--- config.mk ---
export PLATFORM = sky130hd
export DESIGN_NAME = uart_tx_param
export DESIGN_NICKNAME = d
export VERILOG_FILES = /design/src/rtl/uart_pkg.sv /design/src/rtl/uart_baud_gen.sv /design/src/rtl/uart_tx_param.sv
export SDC_FILE = /design/constraint.sdc
export NUM_CORES = 1
export LEC_CHECK = 0
export BUFFER_PORTS_ARGS = -buffer_cell sky130_fd_sc_hd__buf_4
export CORE_ASPECT_RATIO = 0.7
export CORE_MARGIN = 1
export CORE_UTILIZATION = 57
export CTS_CLUSTER_DIAMETER = 100
export DETAILED_ROUTE_END_ITERATION = 8
export PLACE_DENSITY = 0.79
export SYNTH_ARGS = -nofsm -noshare
export SYNTH_HDL_FRONTEND = slang
export SYNTH_HIERARCHICAL = 1
export SYNTH_SLANG_ARGS = --single-unit
--- constraint.sdc ---
create_clock -name clk -period 2.9 [get_ports clk]
set_clock_uncertainty 0.15 [all_clocks]
set_input_delay 0.29 -clock clk [delete_from_list [all_inputs] [get_ports clk]]
set_output_delay 0.29 -clock clk [all_outputs]
set_load 0.01 [all_outputs]
--- src/rtl/uart_pkg.sv ---
// Shared UART definitions: FSM state encoding, parity-mode constants and a
// ceiling-log2 helper used to size counters.
package uart_pkg;

  typedef enum logic [2:0] {
    ST_IDLE,
    ST_START,
    ST_DATA,
    ST_PARITY,
    ST_STOP
  } uart_state_t;

  localparam int PAR_NONE = 0;
  localparam int PAR_ODD  = 1;
  localparam int PAR_EVEN = 2;

  // Width needed to hold values 0..value-1, never less than one bit.
  function automatic int clog2(input int value);
    int w;
    w = 1;
    while ((1 << w) < value) w = w + 1;
    return w;
  endfunction

endpackage

--- src/rtl/uart_baud_gen.sv ---
// Bit-period divider: counts 0..CLKS_PER_BIT-1 while enabled, pulses o_bit_tick
// on terminal count. i_half selects a half-bit period for receiver alignment.
module uart_baud_gen
  import uart_pkg::*;
#(
  parameter int CLKS_PER_BIT = 868,
  parameter int CNT_W        = clog2(CLKS_PER_BIT)
) (
  input  logic clk,
  input  logic rst,
  input  logic i_en,
  input  logic i_clr,
  input  logic i_half,
  output logic o_bit_tick
);

  logic [CNT_W-1:0] r_cnt;
  logic [CNT_W-1:0] w_term;

  assign w_term     = i_half ? CNT_W'(CLKS_PER_BIT / 2 - 1) : CNT_W'(CLKS_PER_BIT - 1);
  assign o_bit_tick = i_en & (r_cnt == w_term);

  always_ff @(posedge clk or negedge rst) begin
    if (!rst) begin
      r_cnt <= '0;
    end else if (i_clr || o_bit_tick) begin
      r_cnt <= '0;
    end else if (i_en) begin
      r_cnt <= r_cnt + CNT_W'(1);
    end
  end

endmodule

--- src/rtl/uart_tx_param.sv ---
// Parametrised UART transmitter: start, DATA_BITS LSB first, optional parity, 1-2 stops.
// Define UART_TX_HOLD_EN to add a one-word holding register for back-to-back frames.
module uart_tx_param
  import uart_pkg::*;
#(
  parameter int CLKS_PER_BIT = 868,
  parameter int DATA_BITS    = 8,
  parameter int PARITY_MODE  = PAR_NONE,
  parameter int STOP_BITS    = 1
) (
  input  logic                 clk,
  input  logic                 rst,
  input  logic                 tx_start,
  input  logic [DATA_BITS-1:0] to_tx,
  output logic                 tx_ready,
  output logic                 busy,
  output logic                 tx_done,
  output logic                 tx_out
);

  localparam int BIT_W = clog2(DATA_BITS);

  generate
    if (CLKS_PER_BIT < 2 || DATA_BITS < 5 || DATA_BITS > 9 ||
        PARITY_MODE < PAR_NONE || PARITY_MODE > PAR_EVEN ||
        STOP_BITS < 1 || STOP_BITS > 2) begin : g_param_check
      $error("uart_tx_param: illegal parameter combination");
    end
  endgenerate

  uart_state_t          r_state, w_state_next;
  logic [DATA_BITS-1:0] r_shift;
  logic [DATA_BITS-1:0] w_load_data;
  logic [BIT_W-1:0]     r_bit_idx;
  logic                 r_stop_cnt;
  logic                 r_par;
  logic                 w_par_calc;
  logic                 w_tick, w_accept, w_load;
  logic                 w_last_bit, w_last_stop, w_done;

  assign busy        = (r_state != ST_IDLE);
  assign w_accept    = tx_start & tx_ready;
  assign w_last_bit  = (r_bit_idx == BIT_W'(DATA_BITS - 1));
  assign w_last_stop = (r_stop_cnt == 1'(STOP_BITS - 1));
  assign w_done      = (r_state == ST_STOP) & w_tick & w_last_stop;
  assign tx_done     = w_done;
  assign w_par_calc  = (PARITY_MODE == PAR_EVEN) ? ^w_load_data : ~^w_load_data;

`ifdef UART_TX_HOLD_EN
  logic                 r_hold_valid;
  logic [DATA_BITS-1:0] r_hold_data;
  logic                 w_load_direct;

  // A word arriving while idle or exactly at end of frame bypasses the hold slot.
  assign tx_ready      = ~r_hold_valid;
  assign w_load_direct = w_accept & (~busy | w_done);
  assign w_load        = w_load_direct | (w_done & r_hold_valid);
  assign w_load_data   = r_hold_valid ? r_hold_data : to_tx;

  always_ff @(posedge clk or negedge rst) begin
    if (!rst) begin
      r_hold_valid <= 1'b0;
      r_hold_data  <= '0;
    end else if (w_accept && !w_load_direct) begin
      r_hold_valid <= 1'b1;
      r_hold_data  <= to_tx;
    end else if (w_done) begin
      r_hold_valid <= 1'b0;
    end
  end
`else
  assign tx_ready    = ~busy;
  assign w_load      = w_accept;
  assign w_load_data = to_tx;
`endif

  uart_baud_gen #(
    .CLKS_PER_BIT(CLKS_PER_BIT)
  ) u_baud (
    .clk       (clk),
    .rst       (rst),
    .i_en      (busy),
    .i_clr     (w_load | ~busy),
    .i_half    (1'b0),
    .o_bit_tick(w_tick)
  );

  always_ff @(posedge clk or negedge rst) begin
    if (!rst) r_state <= ST_IDLE;
    else      r_state <= w_state_next;
  end

  always_comb begin
    w_state_next = r_state;
    case (r_state)
      ST_IDLE:   if (w_load) w_state_next = ST_START;
      ST_START:  if (w_tick) w_state_next = ST_DATA;
      ST_DATA:   if (w_tick && w_last_bit)
                   w_state_next = (PARITY_MODE != PAR_NONE) ? ST_PARITY : ST_STOP;
      ST_PARITY: if (w_tick) w_state_next = ST_STOP;
      ST_STOP:   if (w_done) w_state_next = w_load ? ST_START : ST_IDLE;
      default:   w_state_next = ST_IDLE;
    endcase
  end

  always_ff @(posedge clk or negedge rst) begin
    if (!rst) begin
      r_shift    <= '0;
      r_bit_idx  <= '0;
      r_stop_cnt <= 1'b0;
      r_par      <= 1'b0;
    end else if (w_load) begin
      r_shift    <= w_load_data;
      r_bit_idx  <= '0;
      r_stop_cnt <= 1'b0;
      r_par      <= w_par_calc;
    end else if (w_tick) begin
      if (r_state == ST_DATA) begin
        r_shift   <= {1'b0, r_shift[DATA_BITS-1:1]};
        r_bit_idx <= r_bit_idx + BIT_W'(1);
      end
      if (r_state == ST_STOP) r_stop_cnt <= r_stop_cnt + 1'b1;
    end
  end

  always_comb begin
    tx_out = 1'b1;
    case (r_state)
      ST_START:  tx_out = 1'b0;
      ST_DATA:   tx_out = r_shift[0];
      ST_PARITY: tx_out = r_par;
      default:   tx_out = 1'b1;
    endcase
  end

endmodule

Yosys cells after proc, flatten, opt, wreduce, memory -nomap -nowiden
Index checks and enable logic that the tools add are counted.
Storage, ports and cells
  bits in read-only memories: 0
  bits in writable memories: 0
  bits of input ports: 11
  register bits: 26
  latch bits: 0
  output and inout port bits: 4
  word-level logic and storage cells: 58
  memories kept: 0
Operators by class
  multipliers: 0
  multiplexer cells: 19
  bitwise gates (word level): 7
  reduce and logical (&&, ||, !) cells: 12
  divide/modulo/power cells: 0
  add/subtract/negate cells: 3
  eq/ne operators: 11
  $lt $le $gt $ge: 0
  shift-type cells: 0
Operator list (count)
  3-bit 2-to-1 mux: 8
  8-bit 2-to-1 mux: 3
  10-bit 2-to-1 mux: 2
  3-bit case mux with 5 select lines: 1
  10-bit by 1-bit adder with 10-bit output (second input constant): 1
  10-bit == test (second input constant): 1
  2-bit nonzero test: 4
  8-bit XNOR reduction: 1
  3-bit by 2-bit == test with 1-bit output (second input constant): 2
  3-bit == test (second input constant): 2
  2-bit != test (second input constant): 3
  5-bit AND reduction: 1
  1-bit bitwise AND: 4
  1-bit 2-to-1 mux: 4
  2-bit by 1-bit != test with 1-bit output (second input constant): 2
  2-bit AND reduction: 2
  3-bit by 1-bit adder with 3-bit output (second input constant): 1
  3-bit by 1-bit == test with 1-bit output (second input constant): 1
  3-bit logical NOT: 1
  1-bit case mux with 3 select lines: 1
  3-bit nonzero test: 1
  1-bit NOT: 2
  1-bit adder (second input constant): 1
  1-bit logical AND: 1
  other kinds (2): 2

Longest topological paths before layout
  word-level depth: 6
  mapped depth: 11
  mapped depth without buffers: 9

Hierarchy
The synthesis kept the hierarchy.
By module, submodules not included
  uart_tx_param: instances 1, area an instance 869.6 um2, sequential area each 400.4 um2, cells an instance 83
  uart_baud_gen: instances 1, area an instance 603.1 um2, sequential area each 250.2 um2, cells an instance 56

Worst setup path after synthesis
Ideal clock, no wire load.
  kind: register to output
  start: register r_state[2]
  end: output port tx_done
  data arrival time: 2348 ps
  cell stages (with the launch flop): 10
  data required time: 2460 ps
  path slack: 112 ps
  path buffers: 2
  cells stage by stage: dfrtp_1 -> clkbuf_1 -> nor3_1 -> inv_1 -> buf_4 -> nand4_1 -> nor3_2 -> and2_1 -> nand2b_1 -> nor4b_1
On the way
  longest elaborated chain between the ends: 4
  elaborated cells on any way between the ends: 5
  classes of those cells: eq/ne: 1; bitwise: 3; reduce/logical: 1
RTL lines
  start, declared: line uart_tx_param.sv:31  | uart_state_t r_state, w_state_next;
  start signal, assigned: line uart_tx_param.sv:90  | else r_state <= w_state_next;
  3-bit nonzero test: line uart_tx_param.sv:41  | assign busy = (r_state != ST_IDLE);
  net busy: line uart_tx_param.sv:16  | output logic busy,
  1-bit bitwise AND: line uart_baud_gen.sv:21  | assign o_bit_tick = i_en & (r_cnt == w_term);
  net w_tick: line uart_tx_param.sv:38  | logic w_tick, w_accept, w_load;
  1-bit bitwise AND (2 in a row): line uart_tx_param.sv:45  | assign w_done = (r_state == ST_STOP) & w_tick & w_last_stop;
  end, declared: line uart_tx_param.sv:17  | output logic tx_done,
The timed path passes the listed nets, and every way through them passes these cells.

Final worst setup path
  start: register r_state[1]
  end: output port tx_done
On the way
  longest elaborated chain between the ends: 4
  elaborated cells on any way between the ends: 5
  classes of those cells: eq/ne: 1; bitwise: 3; reduce/logical: 1
RTL lines (line)
  3-bit nonzero test: uart_tx_param.sv:41
  1-bit bitwise AND: uart_baud_gen.sv:21
  net w_tick: uart_tx_param.sv:38
  1-bit bitwise AND (2 in a row): uart_tx_param.sv:45
The timed path passes the listed nets, and every way through them passes these cells.

==> results by group <==
Critical path
  • R2R Setup Slk: 320 ps
  • Critical R2R Launch: r_state[1]
  • CP Launch Type: flop
  • Crit path to: tx_done
  • Req. time, crit path: between 2000 and 2500 ps
  • CP arrival: 2260 ps
  • Worst reg2reg path depth: 8
  • Critical path class: flop to primary output
  • RR Endpoint: r_bit_idx[0]
  • CP endpoint kind: primary output
  • Worst Setup SP: r_state[1]
  • CP Max Fanout: 13

GRT
  • Global-route wire length before repair: 5043 µm
  • Initial antenna violation count: 0
  • GR Overflow Total: 0
  • Vias in the first global route: 1055
  • Pin count of the biggest net entering global routing: 27
  • Gr usage total: 0.2409

Final layout
  • Final net count: roughly 170
  • Commonest non-fill, non-tap cells in the layout: 26 x dfrtp_1, 19 x buf_4, 15 x nand2_1
  • Final core utilization: 0.6916
  • Layout fillers: between 150 and 200
  • Register area: ~650 µm²
  • Layout Cells excl Fill: 190
  • Layout cells sized above 1: 0.2244
  • Area Overhead vs Synth: 15.46%
  • Multi-input gate area: 779.5 µm²
  • Commonest non-fill, non-tap cell in the layout: dfrtp_1
  • Final instance area: ~1700 µm²
  • N_diodes: 0

Floorplanning
  • Core Region: ~2500 µm²
  • Initial core utilization: 0.5990
  • # IOs: 15
  • Rows: 15
  • Die width: 62.75 µm
  • Die span in y: 44.53 µm
  • Die footprint: 2794 µm²

Timing
  • TNS Setup: 0 ps
  • Number of setup violations in the final report: 0
  • Hold_ws: roughly 94 ps
  • Tcrit/Tclk final: 0.9319
  • Fmax: 370.0 MHz
  • Slew Limit Fails: 0
  • Final min period: 2703 ps
  • RSZ-0062 raised after global routing: false
  • Final hold vios: 0

Clocking
  • H-tree Lvls: 1
  • Num CTS Buffers: 3
  • Root buffer cell: clkbuf_8
  • Clock transition at the registers of the reported paths: roughly 90 ps
  • CTS Sinks: 26
  • CTS Buffer Depth: 2
  • CTS tree: yes
  • Later-pin clock latency in the skew report: about 270 ps
  • Setup bufs post-CTS: 0

Worst hold path
  • Hold Path Class: input port to flop

Route
  • DRT iter0 DRCs: 73
  • Remaining DRCs: 0
  • Vias/cell: around 6
  • Vias: ~1100
  • Routed wire length: about 3000 µm
  • Antenna-violating nets left: 0
  • Routed wire length per instance: about 16 µm
  • DRT Pass-1 Iters: 4

Synth
  • Cell Area, Synth: approximately 1500 µm²
  • Number of enable flip-flop cells after synthesis: 0
  • Warnings from Yosys: 6
  • Average size of a mapped cell: roughly 11 µm²
  • Dominant synthesized flop cell: dfrtp_1
  • Post-synthesis cell type count: 46
  • Synth async-reset ratio: 1.000
  • Mapped Cells: 139
  • Flops & latches, synth: 26
  • Sequential share of the synthesized area: 0.4418

Place
  • Hpwl dp: approximately 2200 µm
  • DP Area: 1619 µm²
  • IO buf count: 14
  • GP Congestion: 0.8345
  • Post-Place Cells: between 150 and 200

Power and ir drop
  • Peak supply drop: 0.0002741 V
  • PwrDens: roughly 430 nW/µm²
  • Leak: 0.7266 nW

Outcome
  • Outcome: finished clean

Job
  • MaxCap Viol Count: 0
==> flip-flops by register name, indices dropped and copies added (netlist names) <==
| name | flops |
|---|---|
| r_state | 3 |
| u_baud/r_cnt | 10 |
| r_par | 1 |
| r_stop_cnt | 1 |
| r_bit_idx | 3 |
| r_shift | 8 |
==> cell usage after synthesis, types with 2 or more instances <==
| cell type | number | area (µm²) |
|---|---|---|
| a211oi_1 | 4 | 30.03 |
| a21oi_1 | 2 | 10.01 |
| a221oi_1 | 4 | 35.03 |
| a221oi_2 | 2 | 30.03 |
| a22o_1 | 4 | 35.03 |
| a22oi_1 | 4 | 30.03 |
| buf_2 | 3 | 15.01 |
| buf_4 | 2 | 15.01 |
| clkbuf_1 | 2 | 7.510 |
| dfrtp_1 | 26 | 650.6 |
| ha_1 | 3 | 37.54 |
| mux2_1 | 2 | 22.52 |
| mux2_2 | 2 | 22.52 |
| mux2i_1 | 3 | 30.03 |
| nand2_1 | 15 | 56.30 |
| nand2b_1 | 6 | 37.54 |
| nand3_1 | 3 | 15.01 |
| nand4_1 | 4 | 25.02 |
| nand4bb_1 | 2 | 22.52 |
| nor2_1 | 2 | 7.510 |
| nor3_1 | 2 | 10.01 |
| o21ai_0 | 4 | 20.02 |
| o21ai_1 | 3 | 15.01 |
| o31ai_1 | 3 | 22.52 |
| or3_2 | 2 | 15.01 |
| xnor2_1 | 8 | 70.07 |
| xor2_1 | 3 | 26.28 |
==> logic make-up (layout without fill, tap and decap cells) <==
logic type               count (synthesis)  in the layout  share of synthesized area
flip-flops                              26             26                     0.4418
AO/OA/AOI/OAI                           33             33                     0.1691
other                                    1              2                   0.002546
buffers and inverters                    9             25                    0.03143
AND/OR/NAND/NOR                         49             49                     0.2133
multiplexers                             7              7                    0.05098
adder cells (fa/ha/maj)                  3              3                    0.02549
XOR/XNOR                                11             11                    0.06543
==> metrics by stage <==
step                      power, mW  setup slack [ps]
after global routing         0.7493             32.68
after detailed placement     0.4314             335.9
after global placement       0.4299             483.3
after CTS                    0.7315             207.0
after floorplan              0.4059             112.3
final                        0.7244             197.4
==> cell type report <==
cell class	instances	share of cell area
multi-input combinational	105	0.4584
sequential	26	0.3826
timing repair buffer	20	0.08977
tap	34	0.02502
clock buffer	3	0.02428
clock inverter	1	0.01766
inverter	1	0.002208
==> worst max-delay path, stage by stage, from the launching register on <==
cell and delay, ps:
dfrtp_1 600, nor3_1 140, inv_1 90, nand4_1 100, nor3_2 150, and2_1 260, nand2b_1 130, nor4b_1 340
buf_4 180
==> per-layer routing <==
metal	routed length, µm	global-route usage
met3	161	0.06443
met1	1480	0.3333
met5	0	0
met4	31	0.07907
met2	1349	0.3717
==> power breakdown <==
part           leakage, nW  total, mW  switching, mW  internal, mW
combinational        0.366     0.0482         0.0220        0.0261
sequential           0.325      0.377        0.00567         0.371
clock               0.0357      0.299          0.115         0.185
total                0.727      0.724          0.142         0.582
==> how the worst min path moves through the flow <==
stage	startpoint	to	slack [ps]	cells after the start
6_report	to_tx[3]	r_shift[3]	90	3
5_1_grt	to_tx[2]	r_shift[2]	110	3
4_1_cts	to_tx[4]	r_shift[4]	90	3
3_5_place_dp	rst	r_state[2]	60	1
3_3_place_gp	rst	r_par	60	1
2_1_floorplan	rst	r_bit_idx[0]	-160	0
==> timing repair <==
item / CTS / global route
gates resized for setup: 0 / 0
hold buffers: 1 / 0
hold endpoints to repair: 26 / 0
Note: power is estimated with default switching activity, not from simulation.
